<file path="src/rtl/range_result_fifo.sv">
// range_result_fifo: snoops the range finder's go/finish controls and its
// range/error outputs, queues each error-free result in a small first-word
// fall-through FIFO, counts errored sequences and flags dropped results.
module range_result_fifo #(
    parameter  int WIDTH = 16,
    parameter  int DEPTH = 4,
    parameter  int ERRW  = 8,
    localparam int PTRW  = $clog2(DEPTH),
    localparam int FILLW = $clog2(DEPTH + 1)
) (
    input  logic             clock,
    input  logic             reset,
    input  logic             go,
    input  logic             finish,
    input  logic [WIDTH-1:0] range,
    input  logic             error,
    input  logic             clear,
    output logic [WIDTH-1:0] data_out,
    output logic             data_valid,
    input  logic             data_ready,
    output logic [FILLW-1:0] fill,
    output logic [ERRW-1:0]  err_count,
    output logic             overflow
);

    typedef enum logic {
        IDLE,
        PENDING
    } state_t;

    state_t           state;
    logic [WIDTH-1:0] mem [DEPTH];
    logic [PTRW-1:0]  rd_ptr;
    logic [PTRW-1:0]  wr_ptr;

    logic pop;
    logic full;
    logic push_req;
    logic push;
    logic drop;
    logic err_inc;

    // A result is offered one cycle after finish, once the finisher has
    // registered range/error. At full, a simultaneous pop frees the slot.
    assign data_valid = (fill != '0);
    assign pop        = data_valid && data_ready;
    assign full       = (fill == FILLW'(DEPTH));
    assign push_req   = (state == PENDING) && !error;
    assign push       = push_req && (!full || pop);
    assign drop       = push_req && full && !pop;
    assign err_inc    = ((state == IDLE) && finish && go) ||
                        ((state == PENDING) && error);

    // Head of queue falls through; an empty FIFO presents zero rather than
    // stale memory contents.
    assign data_out = data_valid ? mem[rd_ptr] : '0;

    // Capture FSM, FIFO pointers/occupancy, error counter and sticky overflow.
    // NOTE: sequential state uses non-blocking assignments so every register
    // samples the pre-edge values of its neighbours, independent of order.
    always_ff @(posedge clock or negedge reset) begin
        if (!reset) begin
            state     <= IDLE;
            rd_ptr    <= '0;
            wr_ptr    <= '0;
            fill      <= '0;
            err_count <= '0;
            overflow  <= 1'b0;
        end else if (clear) begin
            state     <= IDLE;
            rd_ptr    <= '0;
            wr_ptr    <= '0;
            fill      <= '0;
            err_count <= '0;
            overflow  <= 1'b0;
        end else begin
            case (state)
                IDLE:    if (finish && !go) state <= PENDING;
                PENDING: state <= IDLE;
                default: state <= IDLE;
            endcase

            if (push) wr_ptr <= wr_ptr + PTRW'(1);
            if (pop)  rd_ptr <= rd_ptr + PTRW'(1);

            case ({push, pop})
                2'b10:   fill <= fill + FILLW'(1);
                2'b01:   fill <= fill - FILLW'(1);
                default: fill <= fill;
            endcase

            if (err_inc && (err_count != '1)) err_count <= err_count + ERRW'(1);
            if (drop) overflow <= 1'b1;
        end
    end

    // Storage array written at the write pointer on an accepted push.
    // NOTE: the memory has no reset; occupancy and pointers are reset, and
    // data_out is masked while empty, so stale contents are never visible.
    always_ff @(posedge clock) begin
        if (push && !clear) mem[wr_ptr] <= range;
    end

endmodule

</file>
<file path="config.mk">
export PLATFORM = sky130hd
export DESIGN_NAME = range_result_fifo
export DESIGN_NICKNAME = d
export VERILOG_FILES = /design/src/rtl/range_result_fifo.sv
export SDC_FILE = /design/constraint.sdc
export NUM_CORES = 1
export LEC_CHECK = 0
export ABC_CLOCK_PERIOD_IN_PS = 6900
export CAP_MARGIN = 20
export CORE_UTILIZATION = 40
export DETAILED_ROUTE_END_ITERATION = 12
export GPL_TIMING_DRIVEN = 1
export PLACE_DENSITY = 0.62
export RECOVER_POWER = 25
export SLEW_MARGIN = 40
export SYNTH_ARGS = -nofsm -noshare
export SYNTH_HDL_FRONTEND = slang
export SYNTH_SLANG_ARGS = --single-unit
</file>
<file path="constraint.sdc">
create_clock -name clock -period 6.9 [get_ports clock]
set_clock_uncertainty 0.2 [all_clocks]
set_input_delay 1.38 -clock clock [delete_from_list [all_inputs] [get_ports clock]]
set_output_delay 1.38 -clock clock [all_outputs]
set_load 0.02 [all_outputs]
</file>
* Yosys cells after proc, flatten, opt, wreduce, memory -nomap -nowiden
Memory sizes are Yosys's and may differ from the RTL's.
Index checks and enable logic that the tools add are counted.
** Operators by class
- Add/sub/neg operators :: 5
- Eq/ne operators :: 4
- Multiplexer cells :: 16
- Bitwise gates (word level) :: 1
- Reductions and logical operators :: 24
** Operators by type and width (count)
- two-way mux 16 bit :: 1
- two-way mux 8 bit :: 2
- logical AND 1 bit :: 11
- adder 8 x 1 -> 8 bit, second input constant :: 1
- two-way mux 2 bit :: 4
- inequality test 8 bit, second input constant :: 1
- nonzero test 2 bit :: 4
- two-way mux 1 bit :: 6
- one-hot mux 3 bit (2 select lines) :: 1
- nonzero test 3 bit :: 2
- zero test 1 bit :: 5
- adder 2 x 1 -> 2 bit, second input constant :: 2
- adder 3 x 1 -> 3 bit, second input constant :: 1
- equality test 3 bit, second input constant :: 1
- two-way mux 3 bit :: 1
- subtractor 3 x 1 -> 3 bit, second input constant :: 1
- equality test 2 x 1 -> 1 bit, second input constant :: 1
- equality test 2 bit, second input constant :: 1
- logical OR 1 bit :: 2
- one-hot mux 1 bit (2 select lines) :: 1
- NOT 1 bit :: 1
** Storage, ports and cells
- Register bits after elaboration :: 17
- Memory bits (writable) :: 64
- Output and inout port bits :: 29
- Logic and storage cells :: 57
- Memories :: 1
** Memories
- mem :: depth 4, width 16, rd ports 1, clocked after Yosys merged registers in 0, write ports 1, RTL line 32 : logic [WIDTH-1:0] mem [DEPTH];

* Depth between registers and ports, before layout
Gate-level depths: netlist of the first run.
- Depth in word-level cells :: 7
- Gate-level depth with buffers :: 6
- Depth with buffers taken out :: 6

* Worst setup path after synthesis of the first run
No wires, ideal clock.
- Kind :: input-to-reg
- Start :: in error
- End :: reg fill[2]
- Library setup time :: 82 ps
- Data arrival time :: 2919 ps
- Data required time :: 6618 ps
- Slack :: 3699 ps
- Stages on the path :: 6
- Buffers on the path :: 0
- Cell sequence :: and2b_4 nor3_1 fa_1 or4_1 a21o_1 a31oi_1
** On the way
- Cells in the longest elaborated chain, start to end :: 6
** RTL lines
- start: declaration :: RTL line 16 : input logic error,
- zero test 1 bit (*) :: RTL line 48 : assign push_req = (state == PENDING) && !error;
- logical AND 1 bit (*) :: RTL line 48
- logical AND 1 bit (*) :: RTL line 49 : assign push = push_req && (!full || pop);
- equality test 2 x 1 -> 1 bit or equality test 2 bit (tied branches) :: RTL line 86 : case ({push, pop})
- one-hot mux 3 bit (2 select lines) :: RTL line 86
- two-way mux 3 bit :: RTL line 69 : end else if (clear) begin
- end signal: assignment :: RTL line 87 : 2'b10: fill <= fill + FILLW'(1);
- end signal: assignment :: RTL line 88 : 2'b01: fill <= fill - FILLW'(1);
- end signal: assignment :: RTL line 89 : default: fill <= fill;
- end: declaration :: RTL line 21 : output logic [FILLW-1:0] fill,
Mark *: on every way between the ends. The rest lies on a longest branch, timed or not.
A chain may end at the register's enable or synchronous reset.

* Worst setup path after layout of the first run
- Start :: reg rd_ptr[0]
- End :: out data_out[13]
** On the way
- Cells in the longest elaborated chain, start to end :: 2
** RTL lines
- start: declaration :: RTL line 33 : logic [PTRW-1:0] rd_ptr;
- start signal: assignment :: RTL line 84 : if (pop) rd_ptr <= rd_ptr + PTRW'(1);
- memory read (4 x 16 bit)
- two-way mux 16 bit :: RTL line 56 : assign data_out = data_valid ? mem[rd_ptr] : '0;
- end: declaration :: RTL line 18 : output logic [WIDTH-1:0] data_out,
No other way between the ends.

==> run summary, run 1 <==
status: completed
CTS tree: yes
Worst Path Required: 5.32 ns
CTS Buf Count: 9
CP Launch Type: flop
Mapped Area: 3420 µm²
CP max stage delay: 0.76 ns
Synth warnings: 0
Netlist cell types: 37
Horiz. Die Dim: 94.4 µm
core area: 8260 µm²
final setup fails: 0
Cells after Synth: 204
post-synthesis compound-gate area fraction: 3.70%
CP top delay family: flip-flops
RSZ-0062 raised after global routing: false
Final ANT Viol Nets: 0
CTS sink cnt: 81
Clock Latency Late Sink: 0.34 ns
largest net degree at the start of global routing: 21
Setup CP Type: reg -> out
syn_nets: 233
first-pass GRT wire length: 9880 µm
Finished Layout Cells: 368
DR vias/cell: 5.10
Max-slew headroom: 38.7%
Placed Cells incl. Taps: 352
area grow syn2layout: 23.5%
total design power: 1090 µW
kind of end point of the critical path: output pin
crit path max fanout: 18
die height: 94.4 µm
xor and xnor area share after synthesis: 1.03%
hpwl dp: 3830 µm
Placer Congestion: 0.678
clk slew on worst S/H paths: 0.08 ns
#FFs+latches synth: 81
Hold Buf Count CTS: 0
Syn Area/Cell: 16.8 µm²
Tot GR Track Use: 15.0%
post-synthesis mux area share: 11.8%
period utilization: 57.4%
fillcell total: 715
Synth Area in Simple Gates: 10.4%
DRT Pass-1 Iters: 4
clk root buf: clkbuf_8
post-CTS setup buffers: 0
register area share after synthesis: 68.7%
fin area: 4220 µm²
residual DRC count: 0
number of global-route vias before repair: 1909
slowest cell on the critical path: dfrtp_2
initial antenna violation count: 0
initial core utilization: 41.4%
total global routing overflow: 0
clk buf depth: 2
post-CTS sizing: 0
CP cell instances: mux4_2, and2_1, clkdlybuf4s50_1
ANT cells: 0
max-slew violations: 0
per-cell routed wire length: 16.2 µm
layout cells sized above 1: 15.6%
largest family of logic cells by synthesized area: multiplexers
Post-Route WL: 5950 µm
number of port buffers: 51
Final TNS setup: 0 ns
final hold viol count: 0
fin crit period: 3.96 ns
Post-Synth Adder-Cell Area: 2.42%
die area: 8920 µm²
via count: 1876
Final nets: 287
depth of the CTS H-tree: 3
maxcap violations: 0
initial DRC count: 41
Placement Cell Area: 4010 µm²
Fin Hold WS: 0.308 ns
actual slew at the worst max-slew pin: 0.919 ns
worst hold path type: reg -> reg
Cell Rows: 33
Leak: 0.00142 µW
PwrDens: 259 nW/µm²
fmax: 252 MHz
WP buf/inv: 1
CP arrival: 2.38 ns
count of boundary I/O pins: 52
Worst IR Drop VDD: 0.122 mV
-- area by class of cell --
cell class              instances  area [µm²]  share of cell area [%]
flip-flops and latches         81        2350                    55.6
well taps                     105         131                    3.11
repair buffers                 51         504                    11.9
inverters                       5        18.8                   0.445
clock inverters                 5        81.3                    1.93
clock buffers                  11         131                    3.11
multi-input cells             110        1000                    23.8
-- layer usage --
metal / share of wire (%) / up-vias / track usage (%)
met2: 50 / 35 / 24.2
met4: 0.40 / 0 / 4.23
met3: 3.4 / 2 / 3.70
met1: 46 / 951 / 20.2
li1: - / 888 / -
met5: 0 / - / 0
-- cell usage in the layout (no fill, tap or decap), drive strengths merged, types with 2 or more instances in the layout --
cell           instances
bufinv                 2
nor2b                  2
dfrtp                 17
nand3                  6
dlygate4sd3            8
a31oi                  3
clkdlybuf4s50         42
mux2i                  3
o21ai                  4
xnor2                  2
mux4                  16
clkbuf                12
nor2                  10
edfxtp                64
o31ai                  3
or3                    3
clkinv                 2
or4                    4
nand2b                 3
and2                  20
nor3                   2
a21oi                  7
xor2                   2
nand2                  5
inv                    5
ha                     5
-- flip-flops by register name, indices dropped and copies added (netlist names) --
| signal | cells |
|---|---|
| state | 1 |
| rd_ptr | 2 |
| mem | 64 |
| err_count | 8 |
| overflow | 1 |
| fill | 3 |
| wr_ptr | 2 |
-- per-stage QoR --
step | utilization (%) | setup slack [ns]
after floorplan | - | 3.70
after global placement | 48.5 | 2.90
after detailed placement | 48.6 | 2.91
after CTS | 51.1 | 2.87
after global routing | 51.1 | 2.79
final | 51.1 | 2.94
-- synth_stat cells (all sizes together) --
library cell / count / share of area, %
inv: 5 / 0.55
nor3: 2 / 0.29
nor2: 10 / 1.1
ha: 5 / 1.8
dfrtp: 17 / 12
nor4b: 1 / 0.26
clkbuf: 2 / 0.22
and2b: 1 / 0.29
a21o: 1 / 0.22
buf: 6 / 1.3
a31oi: 3 / 0.55
o31ai: 3 / 0.66
fa: 1 / 0.59
and2: 20 / 3.7
nand3: 6 / 0.88
nor3b: 1 / 0.22
o2bb2ai: 1 / 0.44
nand4: 1 / 0.18
o21ai: 4 / 0.59
a21oi: 7 / 1.0
nor2b: 2 / 0.37
xor2: 2 / 0.51
xnor2: 2 / 0.51
or3: 3 / 0.55
nand2b: 3 / 0.55
nand2: 5 / 0.55
mux2i: 3 / 0.88
edfxtp: 64 / 56
or4: 4 / 0.88
mux2: 1 / 0.33
o211ai: 1 / 0.22
nand3b: 1 / 0.59
mux4: 16 / 11
-- kinds of logic (layout without fill, tap and decap cells) --
group | Yosys count | count (layout)
compound gates | 20 | 20
xor+xnor | 4 | 4
fa+ha+maj | 6 | 6
buf+inv | 13 | 72
flops | 81 | 81
mux | 20 | 20
simple gates | 60 | 60
-- where the power goes --
part           total [µW]  internal (µW)  leakage, µW  switching (µW)
combinational         176           93.7     0.000510            82.4
sequential            552            533     0.000809            19.3
clock                 364            204     0.000104             160
total                1090            831      0.00142             262
-- final timing paths --
kind                            from           end  slack [ns]  cells after the start
setup / recovery           rd_ptr[0]  data_out[13]        2.94                      3
hold / removal              overflow      overflow        0.31                      2
setup reg to reg             fill[0]       fill[2]        4.35                      6
hold reg to reg             overflow      overflow        0.31                      2
max in group asynchronous      reset     rd_ptr[0]        4.93                      1
min in group asynchronous      reset  err_count[5]        0.94                      1
-- worst min-delay path: cells and delay by family, from the launching register on --
family | cells | cell delay (ns)
AO/OA/AOI/OAI | 1 | 0.04
flip-flops | 1 | 0.35
AND/OR/NAND/NOR | 1 | 0.07
No activity file was read; power rests on OpenSTA's default activity.
==> run 2, diff against run 1 <==
--- a/config.mk
+++ b/config.mk
@@ -5,12 +5,12 @@
 export SDC_FILE = /design/constraint.sdc
 export NUM_CORES = 1
 export LEC_CHECK = 0
-export ABC_CLOCK_PERIOD_IN_PS = 6900
+export ABC_CLOCK_PERIOD_IN_PS = 3200
 export CAP_MARGIN = 20
 export CORE_UTILIZATION = 40
 export DETAILED_ROUTE_END_ITERATION = 12
 export GPL_TIMING_DRIVEN = 1
-export PLACE_DENSITY = 0.62
+export PLACE_DENSITY = 0.64
 export RECOVER_POWER = 25
 export SLEW_MARGIN = 40
 export SYNTH_ARGS = -nofsm -noshare
==> constraint.sdc (replaced) <==
create_clock -name clock -period 3.2 [get_ports clock]
set_clock_uncertainty 0.2 [all_clocks]
set_input_delay 0.64 -clock clock [delete_from_list [all_inputs] [get_ports clock]]
set_output_delay 0.64 -clock clock [all_outputs]
set_load 0.02 [all_outputs]
==> run 2 against run 1 <==
  * Worst setup slack worse by 2.8 ns
  * Wire length is 3.6% higher
  * Largest power group unchanged
  * Critical path depth is 1 higher
==> run summary, run 2 (synthesis results as in run 1) <==
Placer Congestion: 0.720
area occupied by multi-input gates: 1000 µm²
ANT cells: 0
initial antenna violation count: 0
total design power: 2210 µW
DRT Pass-1 Iters: 4
die height: 94.4 µm
Largest register FFs: 64
reg2reg setup slack: 0.60 ns
PwrDens: 523 nW/µm²
die area: 8920 µm²
period utilization: 95.0%
first-pass GRT wire length: 9320 µm
Setup CP Type: reg -> out
final setup fails: 0
number of port buffers: 51
Final TNS setup: 0 ns
Worst Path Required: 2.36 ns
clk buf depth: 2
final hold viol count: 0
post-CTS setup buffers: 0
largest registers: mem: 64 flops, err_count: 8 flops, fill: 3 flops
kind of end point of the critical path: output pin
Post-Route WL: 6160 µm
hpwl dp: 3920 µm
Max-slew headroom: 36.7%
maxcap violations: 0
final worst setup slack: 0.161 ns
initial DRC count: 100
commonest non-fill, non-tap cell in the layout: edfxtp_1
initial core utilization: 41.4%
actual slew at the worst max-slew pin: 0.950 ns
fmax: 329 MHz
Final ANT Viol Nets: 0
worst hold path type: in -> async
DR vias/cell: 5.10
via count: 1908
area grow syn2layout: 23.9%
largest net degree at the start of global routing: 20
post-CTS sizing: 0
core area: 8260 µm²
Tot GR Track Use: 14.7%
clk slew on worst S/H paths: 0.08 ns
Clock Latency Late Sink: 0.34 ns
commonest cells after routing, fill and taps aside: edfxtp_1 (64), clkdlybuf4s50_1 (41), and2_1 (20), mux4_2 (16), dfrtp_1 (16)
Worst IR Drop VDD: 0.176 mV
cells on worst reg2reg path: 6
Setup WS pre-CTS: 0.134 ns
CTS tree: yes
fin crit period: 3.04 ns
CTS Buf Count: 9
layout cells sized above 1: 16.7%
Largest Register: mem
max-slew violations: 0
fin area: 4230 µm²
total global routing overflow: 0
CP Launch Type: flop
crit path max fanout: 15
depth of the CTS H-tree: 3
status: completed
Final nets: 295
CTS sink cnt: 81
Placement Cell Area: 4080 µm²
FF-to-FF End: fill[2]
fillcell total: 712
RSZ-0062 raised after global routing: false
per-cell routed wire length: 16.5 µm
Cell Rows: 33
Horiz. Die Dim: 94.4 µm
FF+latch area: 2350 µm²
residual DRC count: 0
Leak: 0.00144 µW
Hold Buf Count CTS: 0
number of global-route vias before repair: 1841
CP arrival: 2.20 ns
RR Startpoint: fill[0]
count of boundary I/O pins: 52
clk root buf: clkbuf_8
Post-Route Utilization: 51.3%
[run 2: cell count changes in the layout (fill, tap and decap cells not counted), sizes merged]
cell and change:
buf +8, bufinv -2, clkbuf -2, clkdlybuf4s50 -1, clkinv +2, dlygate4sd3 +1
[run 2: worst max path at each step]
stage	startpoint	end	cells after the start
floorplan	fill[1]	fill[2]	6
global placement	error	fill[2]	7
finish	rd_ptr[0]	data_out[8]	4
CTS	rd_ptr[0]	data_out[14]	4
detailed placement	error	fill[2]	7
global route	rd_ptr[0]	data_out[0]	4
[run 2: area by class of cell]
class,instances,area share [%]
well taps,105,3.10
repair buffers,59,13.6
inverters,5,0.443
flip-flops and latches,81,55.5
clock inverters,5,0.827
multi-input cells,110,23.6
clock buffers,9,2.93
[run 2: per-layer routing]
layer  part of all wire [%]  routed length [µm]  track usage (%)
met5                      0                   0                0
met4                    1.9                 116             7.69
met3                    3.0                 186             2.82
met2                     52                3190             24.7
met1                     43                2670             18.0
[run 2: metrics by stage]
stage,instances,hold slack (ns)
final,374,0.221
after global routing,374,0.294
after CTS,374,0.333
after detailed placement,360,0.310
after global placement,360,0.314
after floorplan,204,0.144
[run 2: report_power, final]
part / leakage (µW) / total [µW] / switching, µW / internal, µW
registers: 0.000809 / 1170 / 19.4 / 1150
logic: 0.000553 / 422 / 208 / 214
clock network: 0.0000809 / 623 / 351 / 273
total: 0.00144 / 2210 / 578 / 1640
[run 2: critical path, stage by stage (launching register included)]
cell             delay (ns)
dfrtp_2                0.44
buf_12                 0.20
mux4_2                 0.50
and2_1                 0.18
clkdlybuf4s50_1        0.53
==> patch (settings of run 2) <==
The parameter `WIDTH` goes from 16 to 32.
--- a/src/rtl/range_result_fifo.sv
+++ b/src/rtl/range_result_fifo.sv
@@ -3,5 +3,5 @@
 // fall-through FIFO, counts errored sequences and flags dropped results.
 module range_result_fifo #(
-    parameter  int WIDTH = 16,
+    parameter  int WIDTH = 32,
     parameter  int DEPTH = 4,
     parameter  int ERRW  = 8,
Ports: changed (resized data_out and range); port bits go from 52 to 84. The function was not compared with the original's and may differ.
==> patch against run 2 <==
Design area is 79% higher. Power up 110%. Largest cell class unchanged. Worst setup slack got worse by 0.072 ns. Maximum frequency decreased by 2.3%. Sequential cell count grew 64. Highest routed layer unchanged. Largest power group unchanged. Combinational power rose by 77%. Wire length increased by 73%. Synthesized area grew 70%.
==> patch: results (changes against run 2) <==
CTS
  • H-Tree Depth: 4 (was 3)
  • Post-CTS Setup Bufs: 0 (unchanged)
  • Worst-Skew Late Latency: 0.41 ns (was 0.34 ns)
  • Total CTS buffers: 17 (was 9)
  • Root Driver: clkbuf_16 (was clkbuf_8)
  • Clk pin slew, worst setup/hold paths: 0.06 ns (was 0.08 ns)

Setup path
  • CP max stage delay: 0.55 ns (was 0.53 ns)
  • Crit Path Max Fanout: 19 (was 15)
  • Top delay family on crit path: buffers and inverters (unchanged)
  • WP data arrival: 2.27 ns (was 2.20 ns)
  • Slowest stage cell on the critical path: mux4_2 (was clkdlybuf4s50_1)

Pwr
  • P_leak: 2.519 nW (was 1.443 nW)
  • Worst vdd ir: 0.5782 mV (was 0.1761 mV)

Routing
  • Vias per cell: 5.086 (was 5.102)
  • Drt initial violations: 184 (was 100)
  • Drt pass-1 iters: 4 (unchanged)
  • WL final: 10660 microns (was 6164 microns)

STA
  • Worst Tran Pin Value: 0.5176 ns (was 0.9503 ns)

Global route
  • Largest net degree at the start of global routing: 20 (unchanged)
  • Initial antenna violation count: 0 (unchanged)
  • Vias in the first global route: 3071 (was 1841)
  • First-pass GRT wire length: 16350 microns (was 9321 microns)
  • Total Routing Usage GR: 15.23% (was 14.68%)

Logic synthesis
  • Synth top cells by count: edfxtp_1 (128), and2_1 (36), mux4_2 (32) (was edfxtp_1 (64), and2_1 (20), dfrtp_1 (17))
  • Dominant cells by area after synthesis: edfxtp_1 (66%), mux4_2 (12%), dfrtp_1 (7.3%) (was edfxtp_1 (56%), dfrtp_1 (12%), mux4_2 (11%))
  • Post-synth EDFFs: 128 (was 64)
  • Syn_nets: 351 (was 233)
  • Register area share after synthesis: 73.47% (was 68.69%)
  • FFs w/ async S/R, synth: 11.72% (was 20.99%)

Placed design
  • Post-DP HPWL: 6786 microns (was 3923 microns)
  • Number of I/O port buffers: 83 (was 51)
  • GPL Wtd Cong: 0.7691 (was 0.7198)

Finish
  • Fin nets: 455 (was 295)
  • Layout cells sized above 1: 21.04% (was 16.73%)
  • Number of diodes: 0 (unchanged)
  • Largest regs: mem: 128 flops, err_count: 8 flops, fill: 3 flops (was mem: 64 flops, err_count: 8 flops, fill: 3 flops)

Run status
  • Status: finished clean (unchanged)

Hold path
  • Worst Hold Class: register to register (was primary input to asynchronous set/reset pin)
## patch: cell types whose count changed after synthesis, moves of 2 or more
cell and delta:
mux4_2 +16, edfxtp_1 +64, buf_4 +2, and2_1 +16, clkbuf_1 +4
## patch: what timing repair did
action / 4_1_cts / 5_1_grt
hold endpoints to repair: 0 / 17
resized for setup: 1 / 2
hold buffers: 0 / 1
setup endpoints to repair: 15 / 32
pin swaps: 0 / 0
## patch: kinds of logic after synthesis
| logic type | after synthesis | share of synthesized area, % |
|---|---|---|
| simple gates | 76 | 7.602 |
| compound gates | 20 | 2.175 |
| fa+ha+maj | 6 | 1.421 |
| xor+xnor | 4 | 0.6030 |
| mux | 36 | 13.11 |
| buf+inv | 19 | 1.615 |
| flops | 145 | 73.47 |
## patch: final cells by class
class,count,area [sq um]
repair buffers,99,1044
clock buffers,17,425.4
clock inverters,15,142.6
inverters,5,18.77
fillers,1126,6457
flip-flops and latches,145,4272
multi-input cells,142,1458
well taps,180,225.2
## patch: metal layers
layer / wire [microns] / global-route usage [%]
met3: 506 / 5.112
met5: 0 / 0
met4: 136 / 5.488
met2: 5230 / 23.84
met1: 4788 / 19.79
## patch: worst paths after layout
path	to	slack (ns)	start	depth (start not counted)
max	data_out[24]	0.09	rd_ptr[0]	4
min	overflow	0.31	overflow	2
max reg2reg	fill[2]	0.75	fill[1]	6
min reg2reg	overflow	0.31	overflow	2
max in group asynchronous	rd_ptr[0]	2.01	reset	2
min in group asynchronous	overflow	0.48	reset	2
## patch: metrics by stage
stage	instances	setup TNS [ns]	hold slack (ns)	cell area, sq um	setup WS [ns]
floorplan	306	0	0.1444	5811	0.5215
global placement	570	0	0.2864	6999	0.2031
detailed placement	570	0	0.2922	6999	0.1750
CTS	602	0	0.3138	7571	0.01172
global route	603	-0.0001770	0.3430	7585	-0.0001770
finish	603	0	0.3078	7585	0.08966
## patch: power by group
group	total [W]	switching (W)	internal [W]	leakage, nW
sequential	0.00210	0.0000191	0.00208	1.38
clock	0.00187	0.000726	0.00114	0.278
combinational	0.000747	0.000364	0.000383	0.858
total	0.00471	0.00111	0.00360	2.52
## patch: worst min-delay path, cell delays in order (launching register included)
cell	delay, ns
dfrtp_1	0.34
a31oi_1	0.04
nor2_1	0.08
